`config.mk`:
```
export PLATFORM = sky130hd
export DESIGN_NAME = hpm_overflow_ctrl
export DESIGN_NICKNAME = d
export VERILOG_FILES = /design/src/rtl/hpm_overflow_ctrl_pkg.sv /design/src/rtl/hpm_overflow_ctrl_pc_sampler.sv /design/src/rtl/hpm_overflow_ctrl.sv
export SDC_FILE = /design/constraint.sdc
export NUM_CORES = 1
export LEC_CHECK = 0
export CAP_MARGIN = 10
export CORE_AREA = 5 5 224 226
export DETAILED_ROUTE_END_ITERATION = 6
export DIE_AREA = 0 0 229 231
export SLEW_MARGIN = 40
export SYNTH_ARGS = -nofsm -noshare
export SYNTH_HDL_FRONTEND = slang
export SYNTH_SLANG_ARGS = --single-unit
```
`constraint.sdc`:
```
create_clock -name clk_i -period 1.5 [get_ports clk_i]
set_input_delay 0.375 -clock clk_i [delete_from_list [all_inputs] [get_ports clk_i]]
set_output_delay 0.375 -clock clk_i [all_outputs]
set_load 0.01 [all_outputs]
```
`src/rtl/hpm_overflow_ctrl_pkg.sv`:
```
// hpm_overflow_ctrl_pkg
//   Shared definitions for the HPM overflow / LCOFI controller.
//   - cva6_cfg_t / cva6_cfg_empty: minimal core configuration (XLEN, VLEN).
//   - NUM_COUNTERS_DEFAULT: default number of generic counters (mhpmcounter3..).
//   - MHPMEVENT_OF_BIT: position of the OF bit inside mhpmevent.
//   - lcof_state_e: LCOFI pending state encoding.
package hpm_overflow_ctrl_pkg;

  typedef struct packed {
    int unsigned XLEN;
    int unsigned VLEN;
  } cva6_cfg_t;

  localparam cva6_cfg_t cva6_cfg_empty = '{XLEN: 64, VLEN: 64};

  localparam int unsigned NUM_COUNTERS_DEFAULT = 6;
  localparam int unsigned MHPMEVENT_OF_BIT     = 63;

  typedef enum logic [0:0] {
    IDLE    = 1'b0,
    PENDING = 1'b1
  } lcof_state_e;

endpackage

```
`src/rtl/hpm_overflow_ctrl_pc_sampler.sv`:
```
// hpm_pc_sampler
//   Captures the commit PC associated with an LCOFI request. If a commit is
//   valid in the request cycle it is captured at the next edge; otherwise the
//   sampler arms and takes the next valid commit PC. A capture is held (not
//   overwritten by later requests) until the pending interrupt clears, which
//   drops valid_o.
// Ports:
//   clk_i, rst_ni     clock, async active-low reset
//   req_i             LCOFI request this cycle
//   pend_d_i          next-state of the LCOFI pending bit
//   commit_pc_i       PC of oldest committing instruction
//   commit_valid_i    commit_pc_i valid
//   pc_o, valid_o     captured PC and its valid flag
module hpm_pc_sampler #(
  parameter int unsigned VLEN = 64
) (
  input  logic            clk_i,
  input  logic            rst_ni,
  input  logic            req_i,
  input  logic            pend_d_i,
  input  logic [VLEN-1:0] commit_pc_i,
  input  logic            commit_valid_i,
  output logic [VLEN-1:0] pc_o,
  output logic            valid_o
);

  logic [VLEN-1:0] pc_q, pc_d;
  logic            valid_q, valid_d;
  logic            armed_q, armed_d;

  always_comb begin
    pc_d    = pc_q;
    valid_d = valid_q;
    armed_d = armed_q;
    if (!pend_d_i) begin
      // Pending bit clearing releases the capture. A request always keeps
      // pend_d_i high, so this branch never drops a fresh request.
      valid_d = 1'b0;
      armed_d = 1'b0;
    end else if (!valid_q) begin
      if ((req_i || armed_q) && commit_valid_i) begin
        pc_d    = commit_pc_i;
        valid_d = 1'b1;
        armed_d = 1'b0;
      end else if (req_i) begin
        armed_d = 1'b1;
      end
    end
  end

  always_ff @(posedge clk_i or negedge rst_ni) begin
    if (!rst_ni) begin
      pc_q    <= '0;
      valid_q <= 1'b0;
      armed_q <= 1'b0;
    end else begin
      pc_q    <= pc_d;
      valid_q <= valid_d;
      armed_q <= armed_d;
    end
  end

  assign pc_o    = pc_q;
  assign valid_o = valid_q;

endmodule

```
`src/rtl/hpm_overflow_ctrl.sv`:
```
// hpm_overflow_ctrl
//   Sscofpmf counter-overflow controller. Detects the 64-bit wrap of each
//   generic counter, keeps the sticky OF bits, drives scountovf and the
//   LCOFI pending bit.
//   Optional feature macro: HPM_OVF_SAMPLE_PC_EN -- captures the commit PC
//   on an LCOFI request; without it sample_pc_o / sample_valid_o are 0.
// Ports:
//   clk_i, rst_ni               clock, async active-low reset
//   debug_mode_i                suppresses overflow detection
//   cnt_i, inc_i                counter values and increment strobes
//   of_we_i, of_wdata_i         software write of mhpmevent OF bits
//   lcofip_we_i, lcofip_wdata_i software write of mip.LCOFIP
//   commit_pc_i, commit_valid_i commit PC for sampling
//   of_o, scountovf_o           sticky OF bits, scountovf view (bit 3+i)
//   lcofip_o                    LCOFI pending
//   sample_pc_o, sample_valid_o sampled PC (macro only)
module hpm_overflow_ctrl
  import hpm_overflow_ctrl_pkg::*;
#(
  parameter cva6_cfg_t   CVA6Cfg     = cva6_cfg_empty,
  parameter int unsigned NumCounters = NUM_COUNTERS_DEFAULT
) (
  input  logic                                clk_i,
  input  logic                                rst_ni,
  input  logic                                debug_mode_i,
  input  logic [NumCounters-1:0][63:0]        cnt_i,
  input  logic [NumCounters-1:0]              inc_i,
  input  logic [NumCounters-1:0]              of_we_i,
  input  logic [NumCounters-1:0]              of_wdata_i,
  input  logic                                lcofip_we_i,
  input  logic                                lcofip_wdata_i,
  input  logic [CVA6Cfg.VLEN-1:0]             commit_pc_i,
  input  logic                                commit_valid_i,
  output logic [NumCounters-1:0]              of_o,
  output logic [31:0]                         scountovf_o,
  output logic                                lcofip_o,
  output logic [CVA6Cfg.VLEN-1:0]             sample_pc_o,
  output logic                                sample_valid_o
);

  localparam logic [0:0] ST_IDLE    = IDLE;
  localparam logic [0:0] ST_PENDING = PENDING;

  logic [NumCounters-1:0] ovf;
  logic [NumCounters-1:0] of_q, of_d;
  logic [0:0]             state_q, state_d;
  logic                   lcof_req;

  // Overflow is always the full 64-bit wrap, independent of XLEN.
  for (genvar g = 0; g < NumCounters; g++) begin : g_ovf
    assign ovf[g] = ~debug_mode_i & inc_i[g] & (&cnt_i[g]);
  end

  // Only a counter whose OF was clear produces a new interrupt.
  assign lcof_req = |(ovf & ~of_q);

  // Hardware set beats a same-cycle software write.
  assign of_d = ovf | (of_we_i & of_wdata_i) | (~of_we_i & of_q);

  always_comb begin
    state_d = state_q;
    if (lcofip_we_i) state_d = lcofip_wdata_i ? ST_PENDING : ST_IDLE;
    if (lcof_req)    state_d = ST_PENDING;
  end

  always_ff @(posedge clk_i or negedge rst_ni) begin
    if (!rst_ni) begin
      of_q    <= '0;
      state_q <= ST_IDLE;
    end else begin
      of_q    <= of_d;
      state_q <= state_d;
    end
  end

  assign of_o     = of_q;
  assign lcofip_o = (state_q == ST_PENDING);

  always_comb begin
    scountovf_o                  = '0;
    scountovf_o[3 +: NumCounters] = of_q;
  end

`ifdef HPM_OVF_SAMPLE_PC_EN
  hpm_pc_sampler #(
    .VLEN(CVA6Cfg.VLEN)
  ) u_sampler (
    .clk_i          (clk_i),
    .rst_ni         (rst_ni),
    .req_i          (lcof_req),
    .pend_d_i       (state_d == ST_PENDING),
    .commit_pc_i    (commit_pc_i),
    .commit_valid_i (commit_valid_i),
    .pc_o           (sample_pc_o),
    .valid_o        (sample_valid_o)
  );
`else
  logic unused_commit;
  assign unused_commit  = ^{commit_pc_i, commit_valid_i};
  assign sample_pc_o    = '0;
  assign sample_valid_o = 1'b0;
`endif

endmodule

```
==> metrics.yaml <==
clocking:
  cts_sinks: 7
  clock_latency_ns: 0.23
  cts_tree: "yes"
  clk_path_buf_depth: 2
  htreeDepth: 1
  clkTransAtPathRegs_ns: 0.04
  cts_buffers: 3
  clock-root-buffer: "clkbuf_16"
place:
  placed_area_um2: 6640
  gp_congestion: 0.863
  place_hpwl_mm: 17.7
  pre_cts_ws_ns: -1.08
  place.port_buffers: 419
die:
  num_rows: 81
  die-area_um2: 52900
  fp.dieH_um: 231
  die_w_um: 229
  core_um2: 48100
  io_pins: 576
  initial_core_util: 0.0402
synthesis:
  syn-cell-area_um2: 1940
  syn_inst: 263
  ys_seq_elements: 7
  ys.flop_type: "dfrtp_1"
  synth_warnings: 0
  ys_seq_area_frac: 0.0905
  async_flop_share: 1.00
  synthTopCellsByArea: "buf_4, nand4_1, dfrtp_1, nor4_1, and4_1"
  synth_edf_count: 0
  yosysUniqueCellTypes: 23
  synth_top_cell_area_share: 0.376
  syn_area_per_cell_um2: 7.36
  synth_top_area_cell: "buf_4"
finish:
  regArea_um2: 176
  fill_cells: 5459
  nNetsFinal: 1167
  fin_area_um2: 7090
  area_growth_pct: 266
  layout-drive-gt1-share: 0.0994
  multi_input_area_um2: 1530
grt:
  grt_pass1_wl_mm: 25.0
  antenna_found_initial: 4
  grt_max_degree: 8
  grt_pass1_vias: 4051
  grt_util_all_layers: 0.0623
  grt_overflow_total: 0
critical_path:
  critPathMaxFanout: 3
  cp_cell_sequence: "buf_12, buf_6, nand4b_1, or4_4, nor3_4, and4_4, a222oi_1, nand2_1"
  cp_data_required_time_ns: 1.67
  arrival_ns: 1.92
  crit_slowest_cell: "or4_4"
  cp-end-kind: "flop"
  critPathLaunchType: "primary input"
  cp_slowest_stage_delay_ns: 0.58
  path_class: "primary input to flop"
job:
  cap_violations: 0
min_path:
  hold_path_class: "primary input to asynchronous set/reset pin"
route:
  dr.pass1.iters: 4
  routed_wl_mm: 19.2
  ant_nets: 0
  drt-vias-per-instance: 2.81
  drc_errors: 0
  wl_per_cell_um: 14.6
  initialDrtViolationCount: 72
  vias: 3698
status:
  violations: "negative setup slack"
  outcome: "finished, violations left"
timing:
  rsz0062_at_grt: "yes"
  fin_skew_ns: 0.00229
  finalSetupViolCount: 8
  finalCritPeriodShare: 1.16
  holdWs_ns: 0.413
  fin_ws_ns: -0.246
  hold_viol_final: 0
  finalCriticalPeriod_ns: 1.75
  slew_violations: 0
  max_freq_mhz: 573
pwr:
  power_density_nw_per_um2: 284
  peakVddDrop_uv: 242
  power.leakage_nw: 3.55
## area by class of cell
type                       count  share of cell area
inverter                       5             0.00265
multi-input combinational    244               0.216
antenna                        1            0.000353
clock buffer                   4              0.0111
tap                          622               0.110
sequential                     7              0.0249
timing repair buffer         434               0.635
## layout by cell type (no fill, tap or decap), types with 2 or more instances in the layout
| cell | synthesis | routed |
|---|---|---|
| a211o_1 | 5 | 5 |
| and4_1 | 7 | 3 |
| and4_4 | 0 | 3 |
| buf_4 | 97 | 12 |
| buf_6 | 0 | 7 |
| clkbuf_16 | 0 | 3 |
| clkbuf_2 | 0 | 12 |
| clkdlybuf4s15_1 | 0 | 4 |
| clkdlybuf4s50_1 | 0 | 235 |
| conb_1 | 1 | 91 |
| dfrtp_1 | 7 | 6 |
| dlygate4sd2_1 | 0 | 47 |
| dlymetal6s2s_1 | 0 | 116 |
| inv_1 | 4 | 4 |
| mux2i_1 | 2 | 2 |
| nand2_1 | 5 | 5 |
| nand4_1 | 88 | 88 |
| nand4b_1 | 6 | 6 |
| nor2_1 | 5 | 5 |
| nor3_1 | 9 | 3 |
| nor3_2 | 0 | 4 |
| nor3_4 | 0 | 2 |
| nor4_2 | 1 | 11 |
| nor4_4 | 1 | 3 |
| or4_4 | 0 | 4 |
## worst paths after layout
path	depth (start not counted)	slack, ns	to	startpoint
setup reg to reg	4	0.40	lcofip_o	lcofip_o
min in group clk_i	3	0.63	lcofip_o	of_o[3]
max in group asynchronous	1	0.81	of_o[5]	rst_ni
setup / recovery	8	-0.25	lcofip_o	debug_mode_i
hold reg to reg	3	0.63	lcofip_o	of_o[3]
hold / removal	1	0.41	of_o[1]	rst_ni
## metal layers
metal / vias to the layer above / share of wire / global-route usage
met3: 19 / 0.10 / 0.0187
met5: - / 0 / 0
met2: 325 / 0.53 / 0.123
met1: 1619 / 0.35 / 0.0645
met4: 0 / 0.021 / 0.0133
li1: 1735 / - / -
## what timing repair did
action,in CTS,in global routing
pin swaps,41,73
endpoints found under the setup margin,20,11
setup buffers,3,0
resized for setup,94,175
hold buffers,0,0
## critical path, delay by kind of cell
| family | cells | cell delay (ns) |
|---|---|---|
| simple gates | 5 | 1.21 |
| compound gates | 1 | 0.10 |
| buf+inv | 2 | 0.23 |
## sequential cells by signal (all words and copies together) (netlist names)
| signal | count |
|---|---|
| of_o | 6 |
| lcofip_o | 1 |
## where the power goes
part / internal (mW) / switching (mW) / total, mW
registers: 0.208 / 0.0256 / 0.234
logic: 0.910 / 0.409 / 1.32
clock network: 0.354 / 0.106 / 0.460
total: 1.47 / 0.541 / 2.01
## Yosys cell counts (2+ instances only)
| master | number |
|---|---|
| nor4_1 | 13 |
| or4_1 | 4 |
| dfrtp_1 | 7 |
| nand4b_1 | 6 |
| mux2i_1 | 2 |
| nand3_1 | 2 |
| and4_1 | 7 |
| inv_1 | 4 |
| buf_4 | 97 |
| nor3_1 | 9 |
| a211o_1 | 5 |
| nand4_1 | 88 |
| nor2_1 | 5 |
| nand2_1 | 5 |
## per-stage QoR
stage	instances	setup TNS (ns)	total power [mW]	utilization
detailed placement	1312	-6.32	1.65	0.138
global placement	1312	-6.30	1.65	0.138
floorplan	353	0	0.612	-
CTS	1317	-2.27	2.08	0.140
global route	1317	-1.80	2.13	0.147
finish	1317	-1.27	2.01	0.147
## kinds of logic (layout without fill, tap and decap cells)
logic type | after synthesis | in the layout | share of synthesized area
simple gates | 142 | 142 | 0.473
mux | 2 | 2 | 0.0103
buf+inv | 102 | 443 | 0.386
compound gates | 9 | 9 | 0.0388
flops | 7 | 7 | 0.0905
other cells | 1 | 92 | 0.00194
Note: power is estimated with default switching activity, not from simulation.
